--- src/rtl/branch_pkg.sv ---
// Shared definitions for the branch resolution stage.
//   br_op_e      : branch condition encodings carried on br_op
//   bht_state_e  : 2-bit saturating predictor counter states
//   BHT_RESET    : state every history entry takes on reset
//   sat_update() : saturating increment/decrement of a predictor counter
package branch_pkg;

  typedef enum logic [2:0] {
    BR_BEQ  = 3'd0,
    BR_BNE  = 3'd1,
    BR_BLEZ = 3'd2,
    BR_BGTZ = 3'd3,
    BR_BLTZ = 3'd4,
    BR_BGEZ = 3'd5,
    BR_JUMP = 3'd6,
    BR_RSVD = 3'd7
  } br_op_e;

  typedef enum logic [1:0] {
    SNT = 2'b00,
    WNT = 2'b01,
    WT  = 2'b10,
    ST  = 2'b11
  } bht_state_e;

  localparam bht_state_e BHT_RESET = WNT;

  // Move a counter one step toward taken or not-taken, holding at the ends.
  function automatic logic [1:0] sat_update(input logic [1:0] cur, input logic inc);
    logic [1:0] nxt;
    nxt = cur;
    if (inc) begin
      if (cur != ST) nxt = cur + 2'd1;
    end else begin
      if (cur != SNT) nxt = cur - 2'd1;
    end
    return nxt;
  endfunction

endpackage

--- src/rtl/branch_history_table.sv ---
// Branch history table of 2-bit saturating counters.
//   clk, rst       : clock and asynchronous active-high reset (entries -> WNT)
//   rd_idx_i       : combinational read index
//   rd_state_o     : counter at rd_idx_i, pre-update value within the cycle
//   upd_en_i       : train the entry at upd_idx_i on this rising edge
//   upd_idx_i      : entry to train
//   upd_taken_i    : 1 = step toward taken, 0 = step toward not-taken
module branch_history_table
  import branch_pkg::*;
#(
  parameter int BHT_DEPTH = 16,
  parameter int IDX_W     = $clog2(BHT_DEPTH)
) (
  input  logic             clk,
  input  logic             rst,
  input  logic [IDX_W-1:0] rd_idx_i,
  output logic [1:0]       rd_state_o,
  input  logic             upd_en_i,
  input  logic [IDX_W-1:0] upd_idx_i,
  input  logic             upd_taken_i
);

  logic [1:0] tbl_q [BHT_DEPTH];

  // Read straight from the registers so a same-cycle update is not forwarded.
  assign rd_state_o = tbl_q[rd_idx_i];

  always_ff @(posedge clk or posedge rst) begin
    if (rst) begin
      for (int i = 0; i < BHT_DEPTH; i++) tbl_q[i] <= BHT_RESET;
    end else if (upd_en_i) begin
      tbl_q[upd_idx_i] <= sat_update(tbl_q[upd_idx_i], upd_taken_i);
    end
  end

endmodule

--- src/rtl/branch_resolve_unit.sv ---
// Branch resolution stage: evaluates the MIPS branch conditions, registers
// the decision in a one-entry output stage, flags mispredicts, trains the
// branch history table and keeps a saturating mispredict counter.
//   clk, reset             : clock, asynchronous active-high reset
//   in_valid / in_ready    : request handshake
//   br_op, rs_val, rt_val  : condition code and operands
//   br_pc, br_target       : branch PC and taken target
//   pred_taken             : fetch-stage predicted direction
//   out_valid / out_ready  : result handshake
//   taken, mispredict, redirect_pc, illegal_op : registered result
//   lookup_pc / lookup_taken : fetch-stage prediction read port
//   mispredict_count       : saturating count of delivered mispredicts
//
// Handshake: a transfer happens on a rising edge where valid && ready are
// both high. The producer holds valid and its payload until it transfers;
// ready may depend combinationally on the other side's state. The result
// register frees up when it is empty or being drained in the same cycle,
// so in_ready = !out_valid || out_ready gives one result per cycle.
module branch_resolve_unit
  import branch_pkg::*;
#(
  parameter int DATA_WIDTH = 32,
  parameter int PC_WIDTH   = 32,
  parameter int BHT_DEPTH  = 16,
  parameter int CNT_WIDTH  = 16
) (
  input  logic                  clk,
  input  logic                  reset,
  input  logic                  in_valid,
  output logic                  in_ready,
  input  logic [2:0]            br_op,
  input  logic [DATA_WIDTH-1:0] rs_val,
  input  logic [DATA_WIDTH-1:0] rt_val,
  input  logic [PC_WIDTH-1:0]   br_pc,
  input  logic [PC_WIDTH-1:0]   br_target,
  input  logic                  pred_taken,
  output logic                  out_valid,
  input  logic                  out_ready,
  output logic                  taken,
  output logic                  mispredict,
  output logic [PC_WIDTH-1:0]   redirect_pc,
  output logic                  illegal_op,
  input  logic [PC_WIDTH-1:0]   lookup_pc,
  output logic                  lookup_taken,
  output logic [CNT_WIDTH-1:0]  mispredict_count
);

  localparam int IDX_W = $clog2(BHT_DEPTH);

  logic                 out_valid_q, out_valid_d;
  logic                 taken_q, taken_d;
  logic                 mispredict_q, mispredict_d;
  logic                 illegal_q, illegal_d;
  logic [PC_WIDTH-1:0]  redirect_q, redirect_d;
  logic [CNT_WIDTH-1:0] cnt_q, cnt_d;

  logic       accept;
  logic       rs_neg, rs_zero;
  logic       trains;
  logic [1:0] lookup_state;

  // Only the index field of the lookup PC selects an entry.
  logic unused_lookup_bits;
  assign unused_lookup_bits = ^{lookup_pc[PC_WIDTH-1:2+IDX_W], lookup_pc[1:0]};

  assign in_ready = !out_valid_q || out_ready;
  assign accept   = in_valid && in_ready;

  assign rs_neg  = rs_val[DATA_WIDTH-1];
  assign rs_zero = (rs_val == '0);

  // Decision is fully assigned for every op, reserved included.
  always_comb begin
    taken_d   = 1'b0;
    illegal_d = 1'b0;
    case (br_op)
      BR_BEQ:  taken_d = (rs_val == rt_val);
      BR_BNE:  taken_d = (rs_val != rt_val);
      BR_BLEZ: taken_d = rs_neg || rs_zero;
      BR_BGTZ: taken_d = !rs_neg && !rs_zero;
      BR_BLTZ: taken_d = rs_neg;
      BR_BGEZ: taken_d = !rs_neg;
      BR_JUMP: taken_d = 1'b1;
      default: illegal_d = 1'b1;
    endcase
  end

  assign mispredict_d = taken_d != pred_taken;
  assign redirect_d   = taken_d ? br_target : br_pc + PC_WIDTH'(4);

  // Only conditional branches train the predictor.
  assign trains = accept && (br_op != BR_JUMP) && (br_op != BR_RSVD);

  always_comb begin
    out_valid_d = out_valid_q;
    if (accept)         out_valid_d = 1'b1;
    else if (out_ready) out_valid_d = 1'b0;
  end

  // Count mispredicts as they leave, holding at all-ones.
  always_comb begin
    cnt_d = cnt_q;
    if (out_valid_q && out_ready && mispredict_q && (cnt_q != '1))
      cnt_d = cnt_q + CNT_WIDTH'(1);
  end

  always_ff @(posedge clk or posedge reset) begin
    if (reset) begin
      out_valid_q  <= 1'b0;
      taken_q      <= 1'b0;
      mispredict_q <= 1'b0;
      illegal_q    <= 1'b0;
      redirect_q   <= '0;
      cnt_q        <= '0;
    end else begin
      out_valid_q <= out_valid_d;
      cnt_q       <= cnt_d;
      if (accept) begin
        taken_q      <= taken_d;
        mispredict_q <= mispredict_d;
        illegal_q    <= illegal_d;
        redirect_q   <= redirect_d;
      end
    end
  end

  branch_history_table #(
    .BHT_DEPTH (BHT_DEPTH)
  ) u_bht (
    .clk         (clk),
    .rst         (reset),
    .rd_idx_i    (lookup_pc[2 +: IDX_W]),
    .rd_state_o  (lookup_state),
    .upd_en_i    (trains),
    .upd_idx_i   (br_pc[2 +: IDX_W]),
    .upd_taken_i (taken_d)
  );

  assign lookup_taken     = lookup_state[1];
  assign out_valid        = out_valid_q;
  assign taken            = taken_q;
  assign mispredict       = mispredict_q;
  assign illegal_op       = illegal_q;
  assign redirect_pc      = redirect_q;
  assign mispredict_count = cnt_q;

endmodule

--- config.mk ---
export PLATFORM = sky130hd
export DESIGN_NAME = branch_resolve_unit
export DESIGN_NICKNAME = d
export VERILOG_FILES = /design/src/rtl/branch_pkg.sv /design/src/rtl/branch_history_table.sv /design/src/rtl/branch_resolve_unit.sv
export SDC_FILE = /design/constraint.sdc
export NUM_CORES = 1
export LEC_CHECK = 0
export CORE_ASPECT_RATIO = 1.2
export CORE_MARGIN = 1
export CORE_UTILIZATION = 39
export DETAILED_ROUTE_END_ITERATION = 8
export HOLD_SLACK_MARGIN = 0.15
export PLACE_DENSITY = 0.85
export SYNTH_ARGS = -nofsm -noshare
export SYNTH_HDL_FRONTEND = slang
export SYNTH_SLANG_ARGS = --single-unit
export TNS_END_PERCENT = 5
--- constraint.sdc ---
create_clock -name clk -period 2.6 [get_ports clk]
set_input_delay 0.39 -clock clk [delete_from_list [all_inputs] [get_ports clk]]
set_output_delay 0.39 -clock clk [all_outputs]
set_load 0.02 [all_outputs]
==> metrics <==
run status complete, no violations; vias in the first global route 4981; layout cells sized above 1 12.8%; core box area 12300 µm²; hpwl dp 12.1 mm; most common cell in the netlist nand2_1; pin count of the biggest net entering global routing 49; synth top area cells dfrtp_1, xnor2_1, dfstp_2, nand2_1, mux4_2; Unique masters post-synth 38; mux contribution to synthesized area 13.4%; die width 105 µm; IO Pins 222; Max clock buf depth 2; EDFF count, synth 0; crit-path cells clkdlybuf4s50_1 -> nor4_2 -> nand4_1 -> o21bai_1 -> a311oi_2 -> or3b_4 -> a21oi_2 -> buf_4 -> o21ai_0; reg2reg end u_bht.tbl_q[15]$_DFFE_PP0P_; Mapped Nets 690; clock-pin transition on the worst setup and hold timing paths 70 ps; Mapped Cells 517; antenna violations before repair 0; Cell Area, Synth 5000 µm²; critical path depth 9; GP Congestion 0.894; Clock Root Buffer clkbuf_16; min cycle time layout 2560 ps; relative slew slack 64.6%; area grow syn2layout 54.8%; cell taking the most area after synthesis dfrtp_1; # clock sinks 84; Synth top area share 34.0%; H-tree levels 3; gr usage total 23.1%; ys async rst share 100%; Worst Path Arrival 2770 ps; ANT nets after route 0; Initial Utilization 40.8%; Hold Crit Class input port to asynchronous set/reset pin; largest family of logic cells by synthesized area simple AND/OR/NAND/NOR gates; die height 126 µm; #FFs+latches synth 84; Setup WS pre-CTS -466 ps; fill count 989; Seq/Total Area, Yosys 42.4%; critical path type input port to flip-flop; r2r setup slk 380 ps; DRC 0; length in cells of the worst reg-to-reg path 6; Worst path max stage delay 490 ps; Worst-Margin Slew 530 ps; XOR/XNOR Fraction of Synth Area 13.3%; Via Count 4727; crit end category flip-flop; diodes inserted 0; Simple-Gate Fraction of Synth Area 19.2%; fin. max-slew vios 0; Worst Setup Start Kind input port; Reg-to-Reg Start u_bht.tbl_q[17]$_DFFE_PP0P_; DIE AREA 13300 µm²; required time of the critical path 2810 ps; DRT Wirelength 15.3 mm; crit path from rs_val[22]; Syn Area/Cell 9.68 µm²; total CTS buffers 9; WHS 308 ps; vias per std cell 5.27; top cells by count, synth nand2_1, xnor2_1, dfrtp_1; crit-path max FO 8; Compound-Gate Fraction of Synth Area 8.03%; final hold viol count 0; P_leak 3.15 nW; final setup vio count 0; top_reg_cell synth dfrtp_1; Worst Setup Slack, final 44.3 ps; Peak Freq 0.391 GHz; post-synthesis adder-cell area fraction 1.25%; row count 44; VDD IR max 0.326 mV; Clk Latency, worst-skew pair 330 ps; cell family contributing the most delay on the critical path simple AND/OR/NAND/NOR gates; Port Buffers 193; CTS tree done; Max Cap Viol 0; Pwr per Cell Area 565 nW/µm²; nets@finish 904; drt wl/cell 17.0 µm; Synth Warn # 0; DRT iter0 DRCs 237; final setup skew 8.69 ps; part of the cycle the worst path needs 98.3%; first-pass detailed-route iteration total 4; first-pass GRT wire length 24.1 mm; CP max-delay cell clkdlybuf4s50_1; CP Buf/Inv Count 2; total grt overflow 0
## worst reg2reg max path: cells and delay by family, from the launching register on
kind | cells | cell delay, ps
flops | 1 | 410
buf+inv | 1 | 170
compound gates | 2 | 280
mux | 2 | 980
simple gates | 1 | 250
## stage by stage
| stage | TNS (ps) | power [W] | cells | instance area, µm² | util [%] |
|---|---|---|---|---|---|
| 2_1_floorplan | 0 | 0.00237 | 517 | 5000 | - |
| 3_3_place_gp | -20190 | 0.00303 | 880 | 7340 | 59.8 |
| 3_5_place_dp | -27290 | 0.00310 | 880 | 7340 | 59.8 |
| 4_1_cts | 0 | 0.00440 | 896 | 7640 | 62.2 |
| 5_1_grt | -195 | 0.00462 | 897 | 7740 | 63.1 |
| 6_report | 0 | 0.00438 | 897 | 7740 | 63.1 |
## final cells by class
type | instances | area (µm²) | share of cell area (%)
Multi-Input combinational cell | 405 | 2850 | 36.8
Inverter | 9 | 35.0 | 0.452
Clock buffer | 9 | 225 | 2.91
Sequential cell | 84 | 2120 | 27.4
Timing Repair Buffer | 222 | 2230 | 28.9
Tap cell | 161 | 201 | 2.60
Clock inverter | 7 | 73.8 | 0.953
## routing by layer
layer | vias up | GRT usage [%] | share of wire, %
li1 | 2246 | - | -
met1 | 2261 | 26.0 | 37
met2 | 195 | 42.5 | 54
met3 | 25 | 4.92 | 6.2
met4 | 0 | 8.37 | 1.8
met5 | - | 0 | 0
## flip-flops by register name, summed over array words and instances (netlist names)
name,flops
mispredict,1
redirect_pc,32
out_valid,1
mispredict_count,16
taken,1
u_bht.tbl_q,32
illegal_op,1
## what timing repair did
item | in CTS | in global routing
pin swaps | 0 | 5
setup endpoints to repair | 64 | 63
hold endpoints to repair | 0 | 0
resized for setup | 4 | 22
setup buffers | 0 | 1
hold buffers | 0 | 0
## cells in the final DEF, fill, tap and decap left out, drive strengths merged, types with 3 or more instances in the layout
cell type	netlist	layout
and4	4	4
and3	13	13
nand4	23	23
nand2b	4	4
mux4	15	15
clkinv	0	4
clkbuf	11	9
buf	8	29
nand2	108	108
dlymetal6s2s	0	3
clkdlybuf4s50	0	188
nor2b	4	4
xnor2	69	69
dfstp	16	16
inv	9	10
and2	5	5
ha	5	5
nor4	12	12
xor2	7	7
nor3	4	4
nand3	10	10
nor2	10	10
mux2i	32	32
dfrtp	68	68
o21ai	66	66
## where the power goes
part,switching [W],leakage [nW],internal [W]
registers,0.000147,1.03,0.00157
clock network,0.000537,0.146,0.000749
logic,0.000637,1.97,0.000742
total,0.00132,3.15,0.00306
## how the worst max path moves through the flow
stage / to / slack, ps
floorplan: illegal_op$_DFFE_PP0P_ / 70
global placement: lookup_taken / -420
detailed placement: redirect_pc[0]$_DFFE_PP0P_ / -470
CTS: redirect_pc[0]$_DFFE_PP0P_ / 30
global route: u_bht.tbl_q[17]$_DFFE_PP0P_ / -30
finish: u_bht.tbl_q[15]$_DFFE_PP0P_ / 40
## cells by family (layout without fill, tap and decap cells)
kind of cell,count (synthesis),after routing
AO/OA/AOI/OAI,75,75
XOR/XNOR,76,76
adder cells (fa/ha/maj),5,5
AND/OR/NAND/NOR,201,201
flip-flops,84,84
multiplexers,48,48
buffers and inverters,28,247
Power figures use the tool's default switching activity.
